--- src/rtl/tone_generator_if.sv ---
// Sample stream and control bundle for the tone generator.
// The master side is the generator; the slave side is the sample consumer / controller.
interface tone_generator_if #(
    parameter int DATA_W = 24,
    parameter int ACC_W  = 32
);
    logic              enable;
    logic [ACC_W-1:0]  freq_word;
    logic [1:0]        mode;
    logic [DATA_W-2:0] amplitude;
    logic              sample_ready;
    logic              sample_valid;
    logic [DATA_W-1:0] sample_out;

    modport master (
        input  enable,
        input  freq_word,
        input  mode,
        input  amplitude,
        input  sample_ready,
        output sample_valid,
        output sample_out
    );

    modport slave (
        output enable,
        output freq_word,
        output mode,
        output amplitude,
        output sample_ready,
        input  sample_valid,
        input  sample_out
    );
endinterface

--- src/rtl/tone_generator.sv ---
// Phase-accumulator tone generator: square / sawtooth / triangle shapes scaled by an
// unsigned amplitude, delivered one sample per valid/ready transfer.
// Frequency, shape and amplitude changes are latched only at a period boundary
// (accumulator carry-out) or after a disabled transfer, so a running tone never
// switches mid-period. Enable acts immediately on the waveform.
module tone_generator #(
    parameter int                DATA_W      = 24,
    parameter int                ACC_W       = 32,
    parameter logic [DATA_W-1:0] DEFAULT_AMP = 24'h000100
) (
    input  logic       CLOCK_50,
    input  logic       reset,
    tone_generator_if.master bus
);

    localparam logic [1:0] SHAPE = 2'd0;
    localparam logic [1:0] MULT  = 2'd1;
    localparam logic [1:0] HOLD  = 2'd2;

    // Full-scale unit waveform values +M and -M
    localparam logic signed [DATA_W-1:0] W_POS = {1'b0, {(DATA_W-1){1'b1}}};
    localparam logic signed [DATA_W-1:0] W_NEG = {1'b1, {(DATA_W-2){1'b0}}, 1'b1};

    logic [1:0]               state_q, state_d;
    logic [ACC_W-1:0]         phase_q, phase_d;
    logic                     load_pending_q, load_pending_d;
    logic [ACC_W-1:0]         freq_s_q, freq_s_d;
    logic [1:0]               mode_s_q, mode_s_d;
    logic [DATA_W-2:0]        amp_s_q, amp_s_d;
    logic signed [DATA_W-1:0] w_q, w_d;
    logic [DATA_W-1:0]        sample_q, sample_d;

    logic [1:0]               mode_eff;
    logic [DATA_W-1:0]        p_vec;
    logic [DATA_W-1:0]        q_vec;
    logic [DATA_W-1:0]        u_vec;
    logic signed [DATA_W-1:0] shape_w;
    logic [ACC_W:0]           phase_sum;
    logic [2*DATA_W-1:0]      w_ext;
    logic [2*DATA_W-1:0]      amp_ext;
    logic signed [2*DATA_W-1:0] prod;
    logic [DATA_W-1:0]        scaled;
    logic                     unused_prod;

    // Unit waveform from the current phase; a pending load means the new mode applies now
    always_comb begin
        mode_eff = load_pending_q ? bus.mode : mode_s_q;
        p_vec    = phase_q[ACC_W-1 -: DATA_W];
        q_vec    = phase_q[ACC_W-2 -: DATA_W];
        u_vec    = phase_q[ACC_W-1] ? ~q_vec : q_vec;
        shape_w  = '0;
        if (bus.enable) begin
            case (mode_eff)
                2'b00:   shape_w = phase_q[ACC_W-1] ? W_NEG : W_POS;
                2'b01:   shape_w = {~p_vec[DATA_W-1], p_vec[DATA_W-2:0]};
                2'b10:   shape_w = {~u_vec[DATA_W-1], u_vec[DATA_W-2:0]};
                default: shape_w = '0;
            endcase
        end
    end

    // Amplitude scaling: full-width signed product, floor shift by DATA_W-1, truncated
    always_comb begin
        w_ext       = {{DATA_W{w_q[DATA_W-1]}}, w_q};
        amp_ext     = {{(DATA_W+1){1'b0}}, amp_s_q};
        prod        = $signed(w_ext) * $signed(amp_ext);
        scaled      = prod[2*DATA_W-2 -: DATA_W];
        unused_prod = ^{prod[2*DATA_W-1], prod[DATA_W-2:0]};
    end

    // Next-state logic for the SHAPE -> MULT -> HOLD sample pipeline and phase accumulator
    always_comb begin
        state_d        = state_q;
        phase_d        = phase_q;
        load_pending_d = load_pending_q;
        freq_s_d       = freq_s_q;
        mode_s_d       = mode_s_q;
        amp_s_d        = amp_s_q;
        w_d            = w_q;
        sample_d       = sample_q;
        phase_sum      = {1'b0, phase_q} + {1'b0, freq_s_q};
        case (state_q)
            SHAPE: begin
                state_d = MULT;
                w_d     = shape_w;
                if (load_pending_q) begin
                    freq_s_d       = bus.freq_word;
                    mode_s_d       = bus.mode;
                    amp_s_d        = bus.amplitude;
                    load_pending_d = 1'b0;
                end
            end
            MULT: begin
                state_d  = HOLD;
                sample_d = scaled;
            end
            HOLD: begin
                if (bus.sample_ready) begin
                    state_d = SHAPE;
                    if (bus.enable) begin
                        phase_d = phase_sum[ACC_W-1:0];
                        if (phase_sum[ACC_W]) begin
                            load_pending_d = 1'b1;
                        end
                    end else begin
                        phase_d        = '0;
                        load_pending_d = 1'b1;
                    end
                end
            end
            default: state_d = SHAPE;
        endcase
    end

    // State registers with asynchronous active-low reset
    always_ff @(posedge CLOCK_50 or negedge reset) begin
        if (!reset) begin
            state_q        <= SHAPE;
            phase_q        <= '0;
            load_pending_q <= 1'b1;
            freq_s_q       <= '0;
            mode_s_q       <= 2'b00;
            amp_s_q        <= DEFAULT_AMP[DATA_W-2:0];
            w_q            <= '0;
            sample_q       <= '0;
        end else begin
            state_q        <= state_d;
            phase_q        <= phase_d;
            load_pending_q <= load_pending_d;
            freq_s_q       <= freq_s_d;
            mode_s_q       <= mode_s_d;
            amp_s_q        <= amp_s_d;
            w_q            <= w_d;
            sample_q       <= sample_d;
        end
    end

    assign bus.sample_valid = (state_q == HOLD);
    assign bus.sample_out   = sample_q;

endmodule

--- src/flat_wrapper.sv ---
// flat-port wrapper written by rule: the top's interface ports become plain ports
module tone_generator_flat 
#(
    parameter int                DATA_W      = 24,
    parameter int                ACC_W       = 32,
    parameter logic [DATA_W-1:0] DEFAULT_AMP = 24'h000100
)
  (CLOCK_50, reset, bus_enable, bus_freq_word, bus_mode, bus_amplitude, bus_sample_ready, bus_sample_valid, bus_sample_out);
  tone_generator_if #(.DATA_W(DATA_W), .ACC_W(ACC_W)) bus_i ();
  input  logic CLOCK_50;
  input  logic reset;
  input wire logic [$bits(bus_i.enable)-1:0] bus_enable;
  input wire logic [$bits(bus_i.freq_word)-1:0] bus_freq_word;
  input wire logic [$bits(bus_i.mode)-1:0] bus_mode;
  input wire logic [$bits(bus_i.amplitude)-1:0] bus_amplitude;
  input wire logic [$bits(bus_i.sample_ready)-1:0] bus_sample_ready;
  output wire logic [$bits(bus_i.sample_valid)-1:0] bus_sample_valid;
  output wire logic [$bits(bus_i.sample_out)-1:0] bus_sample_out;
  assign bus_i.enable = bus_enable;
  assign bus_i.freq_word = bus_freq_word;
  assign bus_i.mode = bus_mode;
  assign bus_i.amplitude = bus_amplitude;
  assign bus_i.sample_ready = bus_sample_ready;
  assign bus_sample_valid = bus_i.sample_valid;
  assign bus_sample_out = bus_i.sample_out;
  tone_generator #(.DATA_W(DATA_W), .ACC_W(ACC_W), .DEFAULT_AMP(DEFAULT_AMP)) u_core (.CLOCK_50(CLOCK_50), .reset(reset), .bus(bus_i));
endmodule
--- config.mk ---
export PLATFORM = sky130hd
export DESIGN_NAME = tone_generator_flat
export DESIGN_NICKNAME = d
export VERILOG_FILES = /design/src/rtl/tone_generator_if.sv /design/src/rtl/tone_generator.sv /design/src/flat_wrapper.sv
export SDC_FILE = /design/constraint.sdc
export NUM_CORES = 2
export LEC_CHECK = 0
export ABC_AREA = 1
export CAP_MARGIN = 10
export CELL_PAD_IN_SITES_DETAIL_PLACEMENT = 1
export CELL_PAD_IN_SITES_GLOBAL_PLACEMENT = 2
export CORE_MARGIN = 8
export CORE_UTILIZATION = 42
export DETAILED_ROUTE_END_ITERATION = 7
export GPL_TIMING_DRIVEN = 0
export PLACE_DENSITY_LB_ADDON = 0.1
export SETUP_SLACK_MARGIN = 0.5
export SYNTH_ARGS = -nofsm -noshare
export SYNTH_HDL_FRONTEND = slang
export SYNTH_SLANG_ARGS = --single-unit
--- constraint.sdc ---
create_clock -name CLOCK_50 -period 11.21 [get_ports CLOCK_50]
set_input_delay 2.8025 -clock CLOCK_50 [delete_from_list [all_inputs] [get_ports CLOCK_50]]
set_output_delay 2.8025 -clock CLOCK_50 [all_outputs]
set_load 0.01 [all_outputs]
==> results.sh <==
export IMPL_place_congestion=0.9148
export IMPL_ys_seq_area_share_pct=11.83
export IMPL_worst_slew_pin_slew_ns=1.205
export IMPL_boundaryPins=86
export IMPL_clock_sinks=140
export IMPL_die_w_um=281.6
export IMPL_r2r_slack_ns=2.73
export IMPL_final_setup_viol_count=0
export IMPL_rr_worst_depth=25
export IMPL_grt_pass1_vias=27240
export IMPL_cts_setup_buffers=0
export IMPL_fin_worst_skew_ns=0.01615
export IMPL_wl_per_cell_um=21.19
export IMPL_drc=0
export IMPL_portBuffers=85
export IMPL_crit_path_start_kind="flip-flop"
export IMPL_cpPeakStageDelay_ns=0.77
export IMPL_wl_mm=104.8
export IMPL_cts_buffer_depth=2
export IMPL_die_h_um=281.6
export IMPL_cp_startpoint="u_core.amp_s_q[8]$_DFFE_PN1P_"
export IMPL_whs_path_depth=2
export IMPL_insertion_delay_ns=0.50
export IMPL_cts_resized=0
export IMPL_dp_hpwl_mm=89.96
export IMPL_core_sq_mm=0.06991
export IMPL_diodes=0
export IMPL_async_reset_ff_share_pct=100.0
export IMPL_cts_htree_levels=4
export IMPL_globalRouteOverflowTotal=0
export IMPL_critPathArrivalTime_ns=8.87
export IMPL_fillers=8869
export IMPL_syn_area_sq_mm=0.02964
export IMPL_period_share_pct=75.67
export IMPL_avgSynthCellArea_sq_um=7.627
export IMPL_drtPass1Iterations=7
export IMPL_worstSetupPathType="reg2reg"
export IMPL_clk_pin_slew_ns=0.08
export IMPL_critPathCapture="u_core.bus.sample_out[16]$_DFFE_PN0N_"
export IMPL_crit_path_max_fanout=10
export IMPL_max_cap_violations=0
export IMPL_cts_buffers=17
export IMPL_first_iter_violations=1427
export IMPL_num_rows=97
export IMPL_slew_violations=0
export IMPL_start_util_pct=42.40
export IMPL_fin_crit_ns=8.482
export IMPL_cts_tree="done"
export IMPL_register_area_sq_mm=0.003506
export IMPL_outcome="finished, final reports clean"
export IMPL_fin_tns_setup_ns=0
export IMPL_path_depth=25
export IMPL_yosys_warnings=0
export IMPL_viasPerCell=4.951
export IMPL_path_common_cell="fa_1"
export IMPL_ys_ff_latch=140
export IMPL_yosys_most_used_dff="dfrtp_1"
export IMPL_grt_max_degree=80
export IMPL_syn_inst=3886
export IMPL_ant_nets=0
export IMPL_hold_viol=0
export IMPL_required_ns=11.60
export IMPL_rr_startpoint="u_core.amp_s_q[8]$_DFFE_PN1P_"
export IMPL_max_slew_margin_pct=19.64
export IMPL_layout_drive_gt1_share_pct=3.221
export IMPL_grt_usage_pct=27.69
export IMPL_cp_end_kind="flip-flop"
export IMPL_layout_nets=4786
export IMPL_multiInputGateArea_sq_mm=0.02116
export IMPL_reg2reg_to="u_core.bus.sample_out[16]$_DFFE_PN0N_"
export IMPL_vias=24480
export IMPL_clockRootBuffer="clkbuf_16"
export IMPL_crit_buf_inv=7
export IMPL_grt_pass1_wl_mm=163.0
export IMPL_rsz0062_at_grt="false"
export IMPL_hp_class="reg2reg"
export IMPL_syn_nets=4680
export IMPL_antenna_found_initial=1
export IMPL_areaGrowthSynthToFinish_pct=9.114
export IMPL_cts_hold_buf=0
export IMPL_synth_edff_count=0
export IMPL_crit_family="adder cells"
export IMPL_dieArea_sq_mm=0.07932
export IMPL_max_freq_ghz=0.1179
export IMPL_critPathSlowestCell="clkbuf_1"
export IMPL_ys_types=41
tightest hold or removal path, stage by stage, from the launching register on:
cell	delay, ns
dfrtp_1	0.35
nand2_1	0.06
nand2_1	0.05
state kept, by name, summed over array words and instances (netlist names):
| signal | cells |
|---|---|
| u_core.bus.sample_out | 24 |
| u_core.w_q | 24 |
| u_core.load_pending_q | 1 |
| u_core.phase_q | 32 |
| u_core.freq_s_q | 32 |
| u_core.mode_s_q | 2 |
| u_core.state_q | 2 |
| u_core.amp_s_q | 23 |
placed cells by master (no fill, tap or decap), types with 4 or more instances in the layout:
cell	instances
inv_8	5
nand2_1	1048
nand3b_1	7
a21oi_1	94
nand3_1	118
or2_2	4
mux2_2	55
buf_2	17
ha_1	157
nor3_1	14
xor2_1	30
nand2_2	7
a21boi_0	5
clkbuf_1	130
inv_1	1166
a21o_1	6
fa_1	576
o21ai_1	5
clkdlybuf4s50_1	84
xnor2_1	7
clkbuf_16	17
o21ai_0	94
nor2_1	144
o21bai_1	14
nand4_1	16
clkinv_8	5
nor4_1	5
dfrtp_1	138
how the worst min path moves through the flow:
stage	start	endpoint
after floorplan	u_core.phase_q[6]$_DFFE_PN0P_	u_core.phase_q[6]$_DFFE_PN0P_
after global placement	u_core.mode_s_q[0]$_DFFE_PN0N_	u_core.mode_s_q[0]$_DFFE_PN0N_
after detailed placement	u_core.bus.sample_out[16]$_DFFE_PN0N_	u_core.bus.sample_out[16]$_DFFE_PN0N_
after CTS	u_core.bus.sample_out[16]$_DFFE_PN0N_	u_core.bus.sample_out[16]$_DFFE_PN0N_
after global routing	u_core.bus.sample_out[19]$_DFFE_PN0N_	u_core.bus.sample_out[19]$_DFFE_PN0N_
final	u_core.bus.sample_out[16]$_DFFE_PN0N_	u_core.bus.sample_out[16]$_DFFE_PN0N_
routing by layer:
layer	global-route usage, %	vias up	wire length (um)
li1	-	11280	-
met1	35.87	12530	46020
met3	2.937	152	3921
met4	10.61	2	4461
met5	0	-	10
met2	47.58	511	50350
logic make-up after synthesis:
kind of cell    share of synthesized area [%]
compound gates                          4.323
xor+xnor                                1.093
fa+ha+maj                               45.53
buf+inv                                 16.76
flops                                   11.83
mux                                     2.090
simple gates                            18.37
area by class of cell:
class                   instances  share of cell area (%)
multi-input cells            2429                   65.44
inverters                    1169                   13.57
flip-flops and latches        140                   10.84
well taps                     940                   3.637
repair buffers                 87                   2.817
plain buffers                 148                   1.795
clock buffers                  17                   1.315
clock inverters                15                  0.5842
cells in the mapped netlist (2+ instances only):
master    instances  share of area [%]
a21boi_0          5               0.13
a21o_1            6               0.15
a21oi_1          94                1.6
a22o_1            2              0.059
a22oi_1           2              0.051
a32o_1            3               0.10
buf_2            17               0.29
clkbuf_1        130                1.6
dfrtp_1         138                 12
dfstp_2           2               0.18
fa_1            576                 39
ha_1            157                6.6
inv_1          1166                 15
inv_2             3              0.038
mux2_2           55                2.1
nand2_1        1048                 13
nand2_2           7               0.15
nand3_1         118                2.0
nand3b_1          7               0.18
nand4_1          16               0.34
nor2_1          144                1.8
nor2_2            3              0.063
nor3_1           14               0.24
nor4_1            5               0.11
o211ai_1          2              0.051
o21a_1            3              0.076
o21ai_0          94                1.6
o21ai_1           5              0.084
o21bai_1         14               0.35
or2_2             4              0.084
xnor2_1           7               0.21
xor2_1           30               0.89
metrics by stage:
stage	hold WS, ns	cells	area, sq um	setup slack, ns	util [%]
after floorplan	0.4531	3886	29640	4.694	-
after global placement	0.4650	4911	31670	0.8285	45.30
final	0.4863	4945	32340	2.728	46.26
after detailed placement	0.4642	4913	31730	2.746	45.38
after global routing	0.5077	4945	32340	2.237	46.26
after CTS	0.4856	4945	32340	2.725	46.26
Power is left out: the tool's default activity adds up to more than one toggle a clock period on the data nets, which glitch-free logic cannot reach.
